<file path="src/rtl/pc_gen_pkg.sv">
// Shared definitions for the fetch-stage program-counter generator:
// state encoding, PC-stage stall index and the alignment helper.
package pc_gen_pkg;

  typedef enum logic [1:0] {
    ST_IDLE = 2'd0,
    ST_RUN  = 2'd1,
    ST_PEND = 2'd2
  } pc_state_e;

  localparam int PC_STALL_BIT = 0;

  // log2 of a power-of-two instruction size; gives the number of PC bits
  // that must be zero for an aligned fetch address.
  function automatic int align_bits(input int inst_bytes);
    int r;
    r = 0;
    for (int i = 0; i < 31; i++) begin
      if ((1 << i) == inst_bytes) r = i;
    end
    return r;
  endfunction

endpackage

</file>
<file path="src/rtl/pc_gen_if.sv">
// Bundle of redirect sources, fetch handshake and PC outputs of pc_gen.
// Fetch handshake: a fetch at pc is issued when fetch_valid_o && fetch_ready_i
// at a rising edge; pc advances only then and only while not stalled.
interface pc_gen_if #(
  parameter int ADDR_W  = 32,
  parameter int STALL_W = 6,
  parameter int EPOCH_W = 2
);
  import pc_gen_pkg::*;

  logic [STALL_W-1:0] stall;
  logic               branch_taken_i;
  logic [ADDR_W-1:0]  branch_addr_i;
  logic               trap_valid_i;
  logic [ADDR_W-1:0]  trap_addr_i;
  logic               fetch_ready_i;
  logic [ADDR_W-1:0]  pc;
  logic               ce;
  logic               fetch_valid_o;
  logic [EPOCH_W-1:0] epoch_o;
  logic               restart;
  logic               misalign_o;
  pc_state_e          state_dbg;

  modport master (
    output stall, branch_taken_i, branch_addr_i, trap_valid_i, trap_addr_i, fetch_ready_i,
    input  pc, ce, fetch_valid_o, epoch_o, restart, misalign_o, state_dbg
  );

  modport slave (
    input  stall, branch_taken_i, branch_addr_i, trap_valid_i, trap_addr_i, fetch_ready_i,
    output pc, ce, fetch_valid_o, epoch_o, restart, misalign_o, state_dbg
  );

endinterface

</file>
<file path="src/rtl/pc_gen_redirect_arb.sv">
// Combinational redirect arbitration: trap > aligned branch > pending.
// A misaligned branch is flagged and dropped unless a trap overrides it.
module pc_redirect_arb
  import pc_gen_pkg::*;
#(
  parameter int ADDR_W     = 32,
  parameter int INST_BYTES = 4
) (
  input  logic              trap_valid,
  input  logic [ADDR_W-1:0] trap_addr,
  input  logic              branch_taken,
  input  logic [ADDR_W-1:0] branch_addr,
  input  logic              pend_valid,
  input  logic [ADDR_W-1:0] pend_addr,
  output logic [ADDR_W-1:0] target,
  output logic              redirect_valid,
  output logic              is_new,
  output logic              misalign
);

  localparam int                AB         = align_bits(INST_BYTES);
  localparam logic [ADDR_W-1:0] ALIGN_MASK = ADDR_W'((1 << AB) - 1);

  logic branch_misaligned;
  assign branch_misaligned = |(branch_addr & ALIGN_MASK);

  always_comb begin
    target         = '0;
    redirect_valid = 1'b0;
    is_new         = 1'b0;
    misalign       = 1'b0;
    if (trap_valid) begin
      target         = trap_addr & ~ALIGN_MASK;
      redirect_valid = 1'b1;
      is_new         = 1'b1;
    end else if (branch_taken && !branch_misaligned) begin
      target         = branch_addr;
      redirect_valid = 1'b1;
      is_new         = 1'b1;
    end else begin
      misalign = branch_taken;
      if (pend_valid) begin
        target         = pend_addr;
        redirect_valid = 1'b1;
      end
    end
  end

endmodule

</file>
<file path="src/rtl/pc_gen.sv">
// Fetch-stage PC generator: fetch handshake, trap/branch redirects with a
// buffered redirect during stalls, and an epoch tag for stale-fetch discard.
module pc_gen
  import pc_gen_pkg::*;
#(
  parameter int                ADDR_W     = 32,
  parameter logic [ADDR_W-1:0] RESET_VEC  = '0,
  parameter int                INST_BYTES = 4,
  parameter int                STALL_W    = 6,
  parameter int                EPOCH_W    = 2
) (
  input logic     clk,
  input logic     rst,
  pc_gen_if.slave bus
);

  pc_state_e          state_q;
  logic [ADDR_W-1:0]  pc_q;
  logic [ADDR_W-1:0]  pend_addr_q;
  logic [EPOCH_W-1:0] epoch_q;
  logic               ce_q;
  logic               fetch_valid_q;
  logic               restart_q;
  logic               misalign_q;

  logic               stall_pc;
  logic               unused_stall;
  logic [ADDR_W-1:0]  arb_target;
  logic               arb_valid;
  logic               arb_is_new;
  logic               arb_misalign;

  assign stall_pc     = bus.stall[PC_STALL_BIT];
  assign unused_stall = ^bus.stall;

  pc_redirect_arb #(
    .ADDR_W    (ADDR_W),
    .INST_BYTES(INST_BYTES)
  ) u_arb (
    .trap_valid    (bus.trap_valid_i),
    .trap_addr     (bus.trap_addr_i),
    .branch_taken  (bus.branch_taken_i),
    .branch_addr   (bus.branch_addr_i),
    .pend_valid    (state_q == ST_PEND),
    .pend_addr     (pend_addr_q),
    .target        (arb_target),
    .redirect_valid(arb_valid),
    .is_new        (arb_is_new),
    .misalign      (arb_misalign)
  );

  always_ff @(posedge clk) begin
    if (rst) begin
      state_q       <= ST_IDLE;
      pc_q          <= RESET_VEC;
      pend_addr_q   <= '0;
      epoch_q       <= '0;
      ce_q          <= 1'b0;
      fetch_valid_q <= 1'b0;
      restart_q     <= 1'b0;
      misalign_q    <= 1'b0;
    end else begin
      case (state_q)
        ST_IDLE: begin
          state_q       <= ST_RUN;
          ce_q          <= 1'b1;
          fetch_valid_q <= 1'b1;
          restart_q     <= 1'b0;
          misalign_q    <= 1'b0;
        end
        default: begin
          restart_q  <= 1'b0;
          misalign_q <= arb_misalign;
          if (arb_valid && arb_is_new) begin
            // Every new redirect bumps the epoch, even one parked in PEND,
            // so fetches issued before it are recognisably stale.
            epoch_q <= epoch_q + EPOCH_W'(1);
            if (stall_pc) begin
              pend_addr_q   <= arb_target;
              state_q       <= ST_PEND;
              fetch_valid_q <= 1'b0;
            end else begin
              pc_q          <= arb_target;
              restart_q     <= 1'b1;
              state_q       <= ST_RUN;
              fetch_valid_q <= 1'b1;
            end
          end else if (arb_valid && !stall_pc) begin
            pc_q          <= arb_target;
            restart_q     <= 1'b1;
            state_q       <= ST_RUN;
            fetch_valid_q <= 1'b1;
          end else if (state_q == ST_RUN && !stall_pc && bus.fetch_ready_i) begin
            pc_q      <= pc_q + ADDR_W'(INST_BYTES);
            restart_q <= 1'b1;
          end
        end
      endcase
    end
  end

  assign bus.pc            = pc_q;
  assign bus.ce            = ce_q;
  assign bus.fetch_valid_o = fetch_valid_q;
  assign bus.epoch_o       = epoch_q;
  assign bus.restart       = restart_q;
  assign bus.misalign_o    = misalign_q;
  assign bus.state_dbg     = state_q;

endmodule

</file>
<file path="src/flat_wrapper.sv">
// flat-port wrapper written by rule: the top's interface ports become plain ports
module pc_gen_flat import pc_gen_pkg::*;
#(
  parameter int                ADDR_W     = 32,
  parameter logic [ADDR_W-1:0] RESET_VEC  = '0,
  parameter int                INST_BYTES = 4,
  parameter int                STALL_W    = 6,
  parameter int                EPOCH_W    = 2
)
  (clk, rst, bus_stall, bus_branch_taken_i, bus_branch_addr_i, bus_trap_valid_i, bus_trap_addr_i, bus_fetch_ready_i, bus_pc, bus_ce, bus_fetch_valid_o, bus_epoch_o, bus_restart, bus_misalign_o, bus_state_dbg);
  pc_gen_if #(.ADDR_W(ADDR_W), .STALL_W(STALL_W), .EPOCH_W(EPOCH_W)) bus_i ();
  input logic clk;
  input logic rst;
  input wire logic [$bits(bus_i.stall)-1:0] bus_stall;
  input wire logic [$bits(bus_i.branch_taken_i)-1:0] bus_branch_taken_i;
  input wire logic [$bits(bus_i.branch_addr_i)-1:0] bus_branch_addr_i;
  input wire logic [$bits(bus_i.trap_valid_i)-1:0] bus_trap_valid_i;
  input wire logic [$bits(bus_i.trap_addr_i)-1:0] bus_trap_addr_i;
  input wire logic [$bits(bus_i.fetch_ready_i)-1:0] bus_fetch_ready_i;
  output wire logic [$bits(bus_i.pc)-1:0] bus_pc;
  output wire logic [$bits(bus_i.ce)-1:0] bus_ce;
  output wire logic [$bits(bus_i.fetch_valid_o)-1:0] bus_fetch_valid_o;
  output wire logic [$bits(bus_i.epoch_o)-1:0] bus_epoch_o;
  output wire logic [$bits(bus_i.restart)-1:0] bus_restart;
  output wire logic [$bits(bus_i.misalign_o)-1:0] bus_misalign_o;
  output wire logic [$bits(bus_i.state_dbg)-1:0] bus_state_dbg;
  assign bus_i.stall = bus_stall;
  assign bus_i.branch_taken_i = bus_branch_taken_i;
  assign bus_i.branch_addr_i = bus_branch_addr_i;
  assign bus_i.trap_valid_i = bus_trap_valid_i;
  assign bus_i.trap_addr_i = bus_trap_addr_i;
  assign bus_i.fetch_ready_i = bus_fetch_ready_i;
  assign bus_pc = bus_i.pc;
  assign bus_ce = bus_i.ce;
  assign bus_fetch_valid_o = bus_i.fetch_valid_o;
  assign bus_epoch_o = bus_i.epoch_o;
  assign bus_restart = bus_i.restart;
  assign bus_misalign_o = bus_i.misalign_o;
  assign bus_state_dbg = bus_i.state_dbg;
  pc_gen #(.ADDR_W(ADDR_W), .RESET_VEC(RESET_VEC), .INST_BYTES(INST_BYTES), .STALL_W(STALL_W), .EPOCH_W(EPOCH_W)) u_core (.clk(clk), .rst(rst), .bus(bus_i));
endmodule
</file>
<file path="config.mk">
export PLATFORM = sky130hd
export DESIGN_NAME = pc_gen_flat
export DESIGN_NICKNAME = d
export VERILOG_FILES = /design/src/rtl/pc_gen_pkg.sv /design/src/rtl/pc_gen_if.sv /design/src/rtl/pc_gen_redirect_arb.sv /design/src/rtl/pc_gen.sv /design/src/flat_wrapper.sv
export SDC_FILE = /design/constraint.sdc
export NUM_CORES = 1
export LEC_CHECK = 0
export CAP_MARGIN = 25
export CORE_ASPECT_RATIO = 0.8
export CORE_MARGIN = 1
export CORE_UTILIZATION = 30
export DETAILED_ROUTE_END_ITERATION = 10
export PLACE_DENSITY = 0.55
export SLEW_MARGIN = 20
export SYNTH_ARGS = -nofsm -noshare
export SYNTH_HDL_FRONTEND = slang
export SYNTH_SLANG_ARGS = --single-unit
</file>
<file path="constraint.sdc">
create_clock -name clk -period 6.1 [get_ports clk]
set_clock_uncertainty 0.1 [all_clocks]
set_input_delay 1.22 -clock clk [delete_from_list [all_inputs] [get_ports clk]]
set_output_delay 1.22 -clock clk [all_outputs]
set_load 0.005 [all_outputs]
</file>
==> impl_metrics.ini <==
[power_and_ir_drop]
combPwrFrac = 0.151
p_sw_uw = 325
p_clk_frac = 0.464
intPower_uw = 987
p_seq_frac = 0.385
sw_frac_of_total = 0.248
pwr_density_cell_nw_per_um2 = 253
leakage_nw = 1.67
ir_drop_mv = 0.128

[clocking]
numCtsBuffers = 9
path_clk_slew_ns = 0.06
post-cts-setup-buffers = 0
cts_sinks = 71
cts_max_level = 3
ctsHoldBuffers = 0
insertion_delay_ns = 0.32
root_buffer = clkbuf_16
cts_tree = yes
clock_path_buffers = 2
cts_resized = 0

[drt]
wl_per_cell_um = 19.6
antenna_left = 0
drt_iter0_drc = 578
drcViolationCount = 0
dr.pass1.iters = 7
routed_via_density = 5.91
routed_wl_um = 13300
vias = 4010

[flow_run]
maxCapViolCount = 0

[timing]
worstMarginPinSlew_ns = 0.950
period_minus_slack_ns = 3.78
fin_setup_tns_ns = 0
max_slew_margin = 0.367
setup_violations = 0
final_hold_viol_count = 0
slew_viol_final = 0
fin_crit_sh = 0.619
fmax_mhz = 265
grt_setup_unrepaired = no

[global_route]
antenna_found_initial = 0
grt_usage = 0.205
grt_pass1_wl_um = 20200
gr-total-overflow = 0
grt_pass1_vias = 3640
grt_start_max_net_pins = 62

[critical_path]
crit_chain = clkdlybuf4s50_1, or3b_1, a311oi_2, buf_4, nand2_1, inv_1, a32o_1
critPathCaptureType = register
worstSetupPathType = primary input to register
crit_path_max_incr_delay_ns = 0.53
worstPathRequired_ns = 6.27
critPathLaunchType = primary input
crit_start = bus_branch_taken_i
worstPathArrival_ns = 3.94
crit_fanout = 24
cp_slowest_cell = or3b_1
timing.rr.start = u_core.bus.fetch_valid_o

[layout]
fillers = 1164
layout-drive-gt1-share = 0.0660
ff_latch_area_um2 = 1420
multi_input_area_um2 = 2040
area_delta_synth_final_pct = 40.0
antenna_cells = 0
nets = 601
stdcell_count = 678

[yosys]
yosysTopAreaCell = dfxtp_1
yosysWarnings = 0
post_synth_num_cell_types = 55
ys_top_cells_by_area = dfxtp_1, a222oi_1, a211oi_1, nor2_1, nand3_1
synth_top_area_share = 0.383
synthMostInstantiatedCell = dfxtp_1
syn_area_per_cell_um2 = 8.43
synth_edf_count = 0
synthCells = 440
ys_seq_area_frac = 0.383
ys_top_cells_by_count = dfxtp_1, nor2_1, a211oi_1
synth_seq_cells = 71
async_reset_ff_frac = 0
syn_area_um2 = 3710
syn-num-nets = 516
synth-main-ff-cell = dfxtp_1

[die]
initial_core_util = 0.315
dieWidth_um = 126
fp.dieH_um = 101
coreArea_um2 = 11800
io-pin-count = 115
rows = 35
die_area_um2 = 12800

[place]
place.gp.congestion = 0.820
hpwl_um = 9000
placed_cells = 660
port_buffers = 107

[worst_hold_path]
min_from = u_core.bus.pc[1]
hold_class = register to register

[run_status]
status = finished, final reports clean
-- registers in the layout, indices dropped and copies added, names as in the netlist --
signal / cells
u_core.bus.fetch_valid_o: 1
u_core.bus.epoch_o: 2
u_core.bus.state_dbg: 1
u_core.bus.misalign_o: 1
u_core.bus.pc: 32
u_core.pend_addr_q: 32
u_core.bus.ce: 1
u_core.bus.restart: 1
-- per-layer routing --
| layer | up-vias | global-route usage | share of wire |
|---|---|---|---|
| met4 | 0 | 0.0426 | 0.0038 |
| met5 | - | 0 | 0 |
| met2 | 183 | 0.287 | 0.40 |
| met1 | 1915 | 0.316 | 0.51 |
| li1 | 1907 | - | - |
| met3 | 5 | 0.0449 | 0.085 |
-- cell families (layout without fill, tap and decap cells) --
kind of cell,Yosys count,count (layout),share of synthesized area
buffers and inverters,57,147,0.0698
muxes,2,2,0.00573
DFF,71,71,0.383
and+or+nand+nor,153,153,0.213
adders and majority gates,1,1,0.00337
xor gates and xnor gates,1,1,0.00236
AOI/OAI and AO/OA,155,155,0.323
-- layout by cell type (no fill, tap or decap), types with 15 or more instances in the layout --
| cell type | instances |
|---|---|
| a211oi_1 | 31 |
| a21oi_1 | 21 |
| a222oi_1 | 27 |
| clkdlybuf4s50_1 | 106 |
| dfxtp_1 | 71 |
| inv_1 | 15 |
| nand2_1 | 22 |
| nand3_1 | 22 |
| nor2_1 | 47 |
| o21ai_0 | 18 |
-- per-stage QoR --
step | power (mW) | hold WS [ns] | util | area [um2] | worst slack [ns]
after floorplan | 0.611 | 0.343 | - | 3710 | 3.19
after global placement | 0.706 | 0.346 | 0.409 | 4820 | 2.08
after detailed placement | 0.708 | 0.352 | 0.409 | 4820 | 2.03
after CTS | 1.32 | 0.362 | 0.438 | 5160 | 2.36
after global routing | 1.36 | 0.372 | 0.441 | 5190 | 2.20
final | 1.31 | 0.357 | 0.441 | 5190 | 2.32
-- power by group through the flow --
stage / combinational [mW] / clock (mW) / sequential, mW
5_1_grt: 0.213 / 0.641 / 0.509
6_report: 0.198 / 0.609 / 0.506
4_1_cts: 0.194 / 0.623 / 0.505
2_1_floorplan: 0.0993 / 0 / 0.511
3_5_place_dp: 0.192 / 0 / 0.515
3_3_place_gp: 0.191 / 0 / 0.515
-- cell type report --
type                            count  area share
Tap cell                          148      0.0356
Inverter                           15      0.0108
Clock inverter                      7      0.0231
Timing Repair Buffer              116       0.221
Sequential cell                    71       0.274
Multi-Input combinational cell    312       0.392
Clock buffer                        9      0.0434
-- final timing paths --
path	depth (start not counted)	slack, ns	end
max	7	2.32	u_core.bus.pc[8]
min	2	0.36	u_core.bus.pc[1]
max reg2reg	6	3.58	u_core.bus.pc[8]
min reg2reg	2	0.36	u_core.bus.pc[1]
-- worst max-delay path: cells and delay by family --
family / cells / cell delay [ns]
simple gates: 2 / 0.92
compound gates: 2 / 0.47
buf+inv: 3 / 1.32
(Power assumes the default switching activity.)
